$ cat src/rtl/xyrgb_key_loader_if.sv
// Front-panel bus: slide switches and push buttons in, X/Y/RGB registers and update pulse out.
interface xyrgb_key_loader_if;
  logic [9:0] SW;
  logic [3:0] KEY;
  logic [7:0] Xin;
  logic [7:0] Yin;
  logic [8:0] RGBin;
  logic       upd;

  modport master (output SW, KEY, input Xin, Yin, RGBin, upd);
  modport slave  (input SW, KEY, output Xin, Yin, RGBin, upd);
endinterface

$ cat src/rtl/xyrgb_key_loader.sv
// Debounced push-button loader for the X, Y and RGB drawing registers.
// Optional macro XYRGB_STEP_EN: KEY[0] steps the {Y,X} position by one.
module xyrgb_key_lane #(
  parameter int DEBOUNCE_CYCLES = 16
) (
  input  logic clk,
  input  logic rst,
  input  logic key,
  output logic press
);
  localparam int CW = $clog2(DEBOUNCE_CYCLES + 1);
  localparam logic [CW-1:0] LAST = CW'(DEBOUNCE_CYCLES - 1);

  logic [1:0]    sync;
  logic          stable;
  logic [CW-1:0] cnt;

  // Counter flips the stable state on its last step instead of reaching the limit, so it never wraps.
  always_ff @(posedge clk or posedge rst) begin
    if (rst) begin
      sync   <= 2'b11;
      stable <= 1'b1;
      cnt    <= '0;
      press  <= 1'b0;
    end else begin
      sync  <= {sync[0], key};
      press <= 1'b0;
      if (sync[1] == stable) begin
        cnt <= '0;
      end else if (cnt == LAST) begin
        stable <= sync[1];
        cnt    <= '0;
        press  <= ~sync[1];
      end else begin
        cnt <= cnt + CW'(1);
      end
    end
  end
endmodule

module xyrgb_key_loader #(
  parameter int DEBOUNCE_CYCLES = 16
) (
  input logic              clk,
  input logic              RST,
  xyrgb_key_loader_if.slave bus
);
`ifdef XYRGB_STEP_EN
  localparam int FIRST_KEY = 0;
`else
  localparam int FIRST_KEY = 1;
`endif

  logic [3:0] press;
  logic [7:0] x_nxt, y_nxt;
  logic [8:0] rgb_nxt;
  logic       unused_sw;

  assign unused_sw = bus.SW[9];

  generate
    for (genvar k = 0; k < 4; k++) begin : g_lane
      if (k >= FIRST_KEY) begin : g_on
        xyrgb_key_lane #(.DEBOUNCE_CYCLES(DEBOUNCE_CYCLES)) u_lane (
          .clk   (clk),
          .rst   (RST),
          .key   (bus.KEY[k]),
          .press (press[k])
        );
      end else begin : g_off
        logic unused_key;
        assign unused_key = bus.KEY[k];
        assign press[k]   = 1'b0;
      end
    end
  endgenerate

  // Loads are applied after the step so a KEY[1]/KEY[2] load wins over the increment/carry.
  always_comb begin
    x_nxt   = bus.Xin;
    y_nxt   = bus.Yin;
    rgb_nxt = bus.RGBin;
`ifdef XYRGB_STEP_EN
    if (press[0]) begin
      x_nxt = bus.Xin + 8'd1;
      if (bus.Xin == 8'hFF && !press[1]) y_nxt = bus.Yin + 8'd1;
    end
`endif
    if (press[1]) x_nxt   = bus.SW[7:0];
    if (press[2]) y_nxt   = bus.SW[7:0];
    if (press[3]) rgb_nxt = bus.SW[8:0];
  end

  always_ff @(posedge clk or posedge RST) begin
    if (RST) begin
      bus.Xin   <= 8'd0;
      bus.Yin   <= 8'd0;
      bus.RGBin <= 9'd0;
      bus.upd   <= 1'b0;
    end else begin
      bus.Xin   <= x_nxt;
      bus.Yin   <= y_nxt;
      bus.RGBin <= rgb_nxt;
      bus.upd   <= |press;
    end
  end
endmodule
$ cat src/flat_wrapper.sv
// flat-port wrapper written by rule: the top's interface ports become plain ports
module xyrgb_key_loader_flat 
#(
  parameter int DEBOUNCE_CYCLES = 16
)
  (clk, RST, bus_SW, bus_KEY, bus_Xin, bus_Yin, bus_RGBin, bus_upd);
  xyrgb_key_loader_if bus_i ();
  input logic clk;
  input logic RST;
  input wire logic [$bits(bus_i.SW)-1:0] bus_SW;
  input wire logic [$bits(bus_i.KEY)-1:0] bus_KEY;
  output wire logic [$bits(bus_i.Xin)-1:0] bus_Xin;
  output wire logic [$bits(bus_i.Yin)-1:0] bus_Yin;
  output wire logic [$bits(bus_i.RGBin)-1:0] bus_RGBin;
  output wire logic [$bits(bus_i.upd)-1:0] bus_upd;
  assign bus_i.SW = bus_SW;
  assign bus_i.KEY = bus_KEY;
  assign bus_Xin = bus_i.Xin;
  assign bus_Yin = bus_i.Yin;
  assign bus_RGBin = bus_i.RGBin;
  assign bus_upd = bus_i.upd;
  xyrgb_key_loader #(.DEBOUNCE_CYCLES(DEBOUNCE_CYCLES)) u_core (.clk(clk), .RST(RST), .bus(bus_i));
endmodule
$ cat config.mk
export PLATFORM = sky130hd
export DESIGN_NAME = xyrgb_key_loader_flat
export DESIGN_NICKNAME = d
export VERILOG_FILES = /design/src/rtl/xyrgb_key_loader_if.sv /design/src/rtl/xyrgb_key_loader.sv /design/src/flat_wrapper.sv
export SDC_FILE = /design/constraint.sdc
export NUM_CORES = 1
export LEC_CHECK = 0
export ABC_AREA = 1
export CORE_ASPECT_RATIO = 1.2
export CORE_MARGIN = 5
export CORE_UTILIZATION = 50
export CTS_CLUSTER_DIAMETER = 60
export DETAILED_ROUTE_END_ITERATION = 6
export HOLD_SLACK_MARGIN = 0.06
export PLACE_DENSITY = 0.88
export SLEW_MARGIN = 10
export SYNTH_ARGS = -nofsm -noshare
export SYNTH_HDL_FRONTEND = slang
export SYNTH_HIERARCHICAL = 1
export SYNTH_SLANG_ARGS = --single-unit
$ cat constraint.sdc
create_clock -name clk -period 1.3 [get_ports clk]
set_clock_uncertainty 0.05 [all_clocks]
set_input_delay 0.13 -clock clk [delete_from_list [all_inputs] [get_ports clk]]
set_output_delay 0.13 -clock clk [all_outputs]
set_load 0.1 [all_outputs]
==> flow_summary_export.csv, run 1 <==
group,metric,value,unit
route,viasPerCell,4.877,
logic_synthesis,ys_seq_area_frac,0.6448,
hold_path,hold_path_class,"in2async",
grt,antenna_found_initial,0,
clocking,cts_inserted_buffers,5,
sta,rsz0062_at_grt,"no",
route,drt_iter0_markers,109,
critical_path,endpoint_kind,"flip-flop",
logic_synthesis,yosysUniqueCellTypes,11,
clocking,cts.root.buffer_cell,"clkbuf_8",
logic_synthesis,ys_top_cells_by_area,"dfrtp_1 53%, nand2_1 19%, dfstp_2 11%, inv_1 4.0%, nor2_1 3.8%",
critical_path,crit_path_cell_trace,"ha_1 -> nand4_1 -> nand2_1 -> nor2_1",
power,peakVddDrop,0.8473,mV
grt,grt_overflow,0,
sta,setup_tns,0,ns
sta,clock.fmax,0.8753,GHz
logic_synthesis,async_s_r_ff_share_synth,1.000,
floorplanning,die-height,80.56,µm
route,route.detailed.drc,0,
placed_design,port_buffers,39,
grt,gr_layer_usage_met1,0.2056,
power,p_per_area,1036,nW/µm²
critical_path,rr_worst_depth,4,
final_layout,final.fill_count,249,
critical_path,worst_setup_path_start_kind,"flip-flop",
run,timing.max_cap.violations,0,
sta,timing.hold.ws,0.1420,ns
final_layout,drive_above_1_share,0.1765,
logic_synthesis,synth_enable_flop_cells,0,
clocking,clkLatencyLatePin,0.30,ns
final_layout,finish.cell_count_without_fillers,326,
critical_path,regToRegEndpoint,"u_core/g_lane[2].g_on.u_lane/cnt[3]$_DFF_PP0_",
logic_synthesis,synth.cells.most_frequent,"105 x nand2_1, 44 x dfrtp_1, 22 x inv_1, 21 x nor2_1, 9 x dfstp_2",
grt,grt_use_total,0.1772,
logic_synthesis,syn_avg_cell_area,9.179,µm²
clocking,cts_setup_buffers,0,
route,vias,1590,
floorplanning,top_level_ports,42,
logic_synthesis,post_synth_inst_count,226,
final_layout,design_area,2907,µm²
route,post_drt_wl_per_cell,13.37,µm
critical_path,setup.worst_path.start,"u_core/g_lane[2].g_on.u_lane/cnt[0]$_DFF_PP0_",
critical_path,cpMaxStageDelayCell,"dfrtp_1",
critical_path,crit-reg2reg-launch,"u_core/g_lane[2].g_on.u_lane/cnt[0]$_DFF_PP0_",
route,wirelength,4360,µm
critical_path,cp_peak_stage_delay,0.42,ns
logic_synthesis,syn_area,2074,µm²
placed_design,detailed_place.area,2786,µm²
critical_path,timing.critical_path.to,"u_core/g_lane[2].g_on.u_lane/cnt[3]$_DFF_PP0_",
route,detailedRoute.firstPassIterationCount,4,
sta,period_share,0.8788,
clocking,clock_tree.buffer_depth,2,
sta,max_slew.worst_pin.slew,0.3389,ns
route,drt.antenna.violating_nets,0,
placed_design,placed_cells_incl_taps,318,
sta,finalSetupViolCount,0,
placed_design,place_hpwl,3468,µm
clocking,cts_tree,"done",
placed_design,routability_cong,0.7865,
floorplanning,core,3973,µm²
floorplanning,std_cell_rows,25,
clocking,cts_hold_buf,0,
grt,first_global_vias,1655,
clocking,clk_pin_slew,0.10,ns
sta,worst_setup_margin,0.1576,ns
critical_path,worst-endpoint-required,1.48,ns
critical_path,start_to_end_type_of_the_worst_setup_path,"reg2reg",
placed_design,pre_cts_ws,0.1662,ns
critical_path,worstPathArrival,1.32,ns
final_layout,area_growth_from_synthesis_to_layout,40.11,%
grt,grt_start_max_net_pins,27,
grt,globalRouteMet3Util,0.04196,
logic_synthesis,postSynth.topFlopCell,"dfrtp_1",
sta,finalCriticalPeriod,1.142,ns
logic_synthesis,yosys.area.top_type_share,0.5308,
logic_synthesis,ys_seq_elements,53,
critical_path,r2r_slack,0.16,ns
critical_path,worst-path-max-fanout,4,
grt,grt_most_used_layer,"met2",
final_layout,fin_util,0.7317,
status,outcome,"finished clean",
logic_synthesis,syn_nets,245,
floorplanning,chipWidth,68.80,µm
floorplanning,initial_core_util,0.5222,
sta,final-hold-violation-count,0,
power,fin_total_pwr,3.012,mW
power,total_leakage_power,1.414,nW
floorplanning,design.die.area,5543,µm²
grt,grt_first_pass_wirelength,7279,µm
clocking,h-tree-depth,2,
logic_synthesis,yosysWarningCount,6,
sta,timing_max_transition_violations_final,0,
clocking,postCtsResizedCells,0,
logic_synthesis,synth_most_common_cell,"nand2_1",
sta,max-slew-margin-rel,0.7738,
final_layout,antennaDiodeCount,0,
grt,use_met2,0.3171,
clocking,cts_num_sinks,53,
logic_synthesis,synth_top_area_cell,"dfrtp_1",
final_layout,design.final.nets,290,
==> layer usage <==
layer	up-vias	routed length [µm]
met4	0	59
li1	772	-
met1	755	1740
met3	7	265
met5	-	0
met2	56	2295
==> cells in the final DEF (no fill, tap or decap) <==
cell type	count
inv_2	3
inv_1	22
dfstp_2	9
xnor2_1	3
clkdlybuf4s50_1	13
nand3_1	7
nand2_1	105
ha_1	3
buf_4	1
clkbuf_8	6
clkinvlp_4	1
dfrtp_1	44
nand4_1	6
buf_12	27
bufinv_16	1
nor2_1	21
==> critical path: cells and delay by family, from the launching register on <==
| kind | cells | cell delay [ns] |
|---|---|---|
| flip-flops | 1 | 0.42 |
| adder cells (fa/ha/maj) | 1 | 0.25 |
| AND/OR/NAND/NOR | 3 | 0.37 |
==> registers in the layout (all words and copies together), names as in the netlist <==
signal                            cells
u_core/bus.RGBin                      9
u_core/g_lane.g_on.u_lane/cnt        15
u_core/bus.upd                        1
u_core/g_lane.g_on.u_lane/stable      3
u_core/g_lane.g_on.u_lane/press       3
u_core/g_lane.g_on.u_lane/sync        6
u_core/bus.Xin                        8
u_core/bus.Yin                        8
==> layout make-up <==
cell class / count / area, µm² / share of cell area
Clock buffer: 6 / 82.58 / 0.02841
Clock inverter: 2 / 37.54 / 0.01291
Inverter: 25 / 93.84 / 0.03229
Multi-Input combinational cell: 145 / 609.3 / 0.2096
Sequential cell: 53 / 1338 / 0.4602
Tap cell: 54 / 67.56 / 0.02325
Timing Repair Buffer: 41 / 678.2 / 0.2333
==> cells by family (layout without fill, tap and decap cells) <==
family	Yosys count	count (layout)	share of synthesized area
XOR/XNOR	3	3	0.01267
flip-flops	53	53	0.6448
AND/OR/NAND/NOR	139	139	0.2630
buffers and inverters	28	74	0.06152
adder cells (fa/ha/maj)	3	3	0.01810
==> where the power goes <==
part | internal, mW | switching [mW]
clock | 0.626 | 0.518
combinational | 0.0689 | 0.0821
sequential | 1.69 | 0.0287
total | 2.38 | 0.629
==> worst min path at each step <==
stage                                                                end                                      startpoint  slack, ns
final                      u_core/g_lane[2].g_on.u_lane/cnt[2]$_DFF_PP0_                                             RST       0.14
after global routing      u_core/g_lane[3].g_on.u_lane/sync[0]$_DFF_PP1_                                      bus_KEY[3]       0.16
after CTS                  u_core/g_lane[2].g_on.u_lane/cnt[2]$_DFF_PP0_                                             RST       0.16
after detailed placement  u_core/g_lane[2].g_on.u_lane/sync[1]$_DFF_PP1_  u_core/g_lane[2].g_on.u_lane/sync[0]$_DFF_PP1_       0.30
after global placement    u_core/g_lane[1].g_on.u_lane/sync[1]$_DFF_PP1_  u_core/g_lane[1].g_on.u_lane/sync[0]$_DFF_PP1_       0.30
after floorplan            u_core/g_lane[1].g_on.u_lane/cnt[0]$_DFF_PP0_                                             RST      -0.09
Note: power is estimated with default switching activity, not from simulation.
==> inputs of run 2 (changes only) <==
--- a/config.mk
+++ b/config.mk
@@ -13,6 +13,7 @@
 export DETAILED_ROUTE_END_ITERATION = 6
 export HOLD_SLACK_MARGIN = 0.06
 export PLACE_DENSITY = 0.88
+export SETUP_SLACK_MARGIN = 0.15
 export SLEW_MARGIN = 10
 export SYNTH_ARGS = -nofsm -noshare
 export SYNTH_HDL_FRONTEND = slang
==> run 2 against run 1 <==
Against the previous run: first-iteration DRC count grew 8.3%; critical path depth is the same; largest cell class unchanged; final area grew 2.4%; register-to-register slack is essentially flat; power shrank 1.4%.
==> flow_summary_export.csv, run 2 (synthesis gave the netlist of run 1 again) <==
group,metric,value,unit
final_layout,largest_registers,"u_core/g_lane.g_on.u_lane/cnt (15), u_core/bus.RGBin (9)",
critical_path,timing.critical_path.to,"u_core/g_lane[2].g_on.u_lane/cnt[3]$_DFF_PP0_",
grt,first_global_vias,1656,
route,drt.antenna.violating_nets,0,
critical_path,rr_worst_depth,4,
final_layout,design.final.nets,293,
clocking,clk_pin_slew,0.09,ns
final_layout,finish.cell_count_without_fillers,329,
final_layout,drive_above_1_share,0.2945,
critical_path,worst_setup_path_start_kind,"flip-flop",
critical_path,regToRegEndpoint,"u_core/g_lane[2].g_on.u_lane/cnt[3]$_DFF_PP0_",
sta,period_share,0.8685,
status,outcome,"finished clean",
sta,max_slew.worst_pin.slew,0.3562,ns
floorplanning,chipWidth,68.80,µm
placed_design,port_buffers,39,
sta,timing_max_transition_violations_final,0,
final_layout,fin_util,0.7493,
critical_path,crit-reg2reg-launch,"u_core/g_lane[2].g_on.u_lane/cnt[0]$_DFF_PP0_",
clocking,cts_inserted_buffers,5,
critical_path,worstPathArrival,1.27,ns
power,peakVddDrop,1.097,mV
floorplanning,std_cell_rows,25,
grt,antenna_found_initial,0,
final_layout,layout_commonest_cell,"nand2_1",
placed_design,placed_cells_incl_taps,318,
route,drt_iter0_markers,118,
route,vias,1610,
power,total_leakage_power,1.413,nW
critical_path,start_to_end_type_of_the_worst_setup_path,"reg2reg",
sta,worst_setup_margin,0.1709,ns
clocking,h-tree-depth,2,
sta,max-slew-margin-rel,0.7623,
floorplanning,core,3973,µm²
critical_path,worst-endpoint-required,1.44,ns
sta,rsz0062_at_grt,"yes",
critical_path,setup.worst_path.start,"u_core/g_lane[2].g_on.u_lane/cnt[0]$_DFF_PP0_",
hold_path,hold_path_class,"in2async",
floorplanning,design.die.area,5543,µm²
grt,grt_use_total,0.1769,
critical_path,endpoint_kind,"flip-flop",
sta,setup_tns,0,ns
route,post_drt_wl_per_cell,13.57,µm
grt,grt_start_max_net_pins,27,
grt,grt_overflow,0,
floorplanning,die-height,80.56,µm
critical_path,r2r_slack,0.17,ns
floorplanning,top_level_ports,42,
final_layout,regMostFlops,"u_core/g_lane.g_on.u_lane/cnt",
final_layout,area_growth_from_synthesis_to_layout,43.49,%
power,p_per_area,997.7,nW/µm²
sta,clock.fmax,0.8857,GHz
final_layout,final.fill_count,246,
final_layout,most-common-layout-cells,"102 x nand2_1, 27 x buf_12, 25 x dfrtp_2, 22 x inv_1, 21 x nor2_1",
floorplanning,initial_core_util,0.5222,
grt,grt_first_pass_wirelength,7341,µm
clocking,cts_hold_buf,0,
clocking,cts_num_sinks,53,
clocking,cts.root.buffer_cell,"clkbuf_8",
route,viasPerCell,4.894,
clocking,cts_tree,"done",
placed_design,place_hpwl,3398,µm
clocking,clkLatencyLatePin,0.30,ns
final_layout,largest_register_ffs,15,
placed_design,pre_cts_ws,0.1556,ns
clocking,clock_tree.buffer_depth,2,
sta,finalSetupViolCount,0,
final_layout,antennaDiodeCount,0,
sta,finalCriticalPeriod,1.129,ns
placed_design,routability_cong,0.8141,
run,timing.max_cap.violations,0,
sta,final-hold-violation-count,0,
route,wirelength,4466,µm
critical_path,worst-path-max-fanout,4,
route,route.detailed.drc,0,
route,detailedRoute.firstPassIterationCount,4,
-- run 2: cell types whose count changed in the layout (fill, tap and decap cells not counted), sizes merged --
cell / previous run / this run
clkinvlp: 1 / 0
buf: 28 / 31
clkinv: 0 / 1
-- run 2: how the worst min path moves through the flow --
stage                                                               from                                             end  slack [ns]  cells after the start
final                                                                RST    u_core/g_lane[1].g_on.u_lane/press$_DFF_PP0_        0.14                      2
after detailed placement  u_core/g_lane[1].g_on.u_lane/sync[0]$_DFF_PP1_  u_core/g_lane[1].g_on.u_lane/sync[1]$_DFF_PP1_        0.30                      0
after global placement    u_core/g_lane[2].g_on.u_lane/sync[0]$_DFF_PP1_  u_core/g_lane[2].g_on.u_lane/sync[1]$_DFF_PP1_        0.30                      0
after CTS                                                            RST   u_core/g_lane[3].g_on.u_lane/cnt[2]$_DFF_PP0_        0.14                      2
after floorplan                                                      RST   u_core/g_lane[1].g_on.u_lane/cnt[0]$_DFF_PP0_       -0.09                      1
after global routing                                                 RST   u_core/g_lane[3].g_on.u_lane/cnt[2]$_DFF_PP0_        0.17                      2
-- run 2: power breakdown --
part / switching, mW / internal, mW / leakage (nW)
Clock: 0.506 / 0.578 / 0.0554
Sequential: 0.0314 / 1.69 / 0.563
Combinational: 0.0871 / 0.0803 / 0.795
Total: 0.624 / 2.35 / 1.41
-- run 2: layer usage --
metal,part of all wire,global-route usage,vias to the layer above
met2,0.51,0.3095,60
met4,0.019,0.05653,0
li1,-,-,774
met3,0.066,0.03217,8
met1,0.40,0.2155,768
met5,0,0,-
-- run 2: timing repair --
item | 4_1_cts | 5_1_grt
gates resized for setup | 0 | 7
endpoints found under the setup margin | 4 | 10
cloned | 0 | 0
setup buffers | 1 | 2
pin swaps | 1 | 4
-- run 2: critical path: stages, from the launching register on --
cell and delay, ns:
dfrtp_1 0.39, ha_2 0.22, nand4_1 0.19, nand2_2 0.13, nor2_1 0.05
-- run 2: final cells by class --
type | instances | area (µm²) | area share
repair buffers | 44 | 700.7 | 0.2354
clock inverters | 2 | 38.79 | 0.01303
clock buffers | 6 | 72.57 | 0.02438
well taps | 54 | 67.56 | 0.02270
inverters | 25 | 93.84 | 0.03153
flip-flops and latches | 53 | 1369 | 0.4599
multi-input cells | 145 | 634.4 | 0.2131
-- run 2: stage by stage --
step	hold slack, ns	total power [mW]	cell area [µm²]
after floorplan	-0.09423	1.816	2106
after global placement	0.2959	1.887	2818
after global routing	0.1689	3.100	2977
after CTS	0.1366	2.981	2937
after detailed placement	0.2988	1.899	2818
final	0.1421	2.970	2977
==> inputs of run 3 (changes only) <==
--- a/config.mk
+++ b/config.mk
@@ -14,7 +14,7 @@
 export HOLD_SLACK_MARGIN = 0.06
 export PLACE_DENSITY = 0.88
 export SETUP_SLACK_MARGIN = 0.15
-export SLEW_MARGIN = 10
+export SLEW_MARGIN = 25
 export SYNTH_ARGS = -nofsm -noshare
 export SYNTH_HDL_FRONTEND = slang
 export SYNTH_HIERARCHICAL = 1
==> results of run 3 <==
The final DEF is identical to that of run 2; final timing and power are the same.
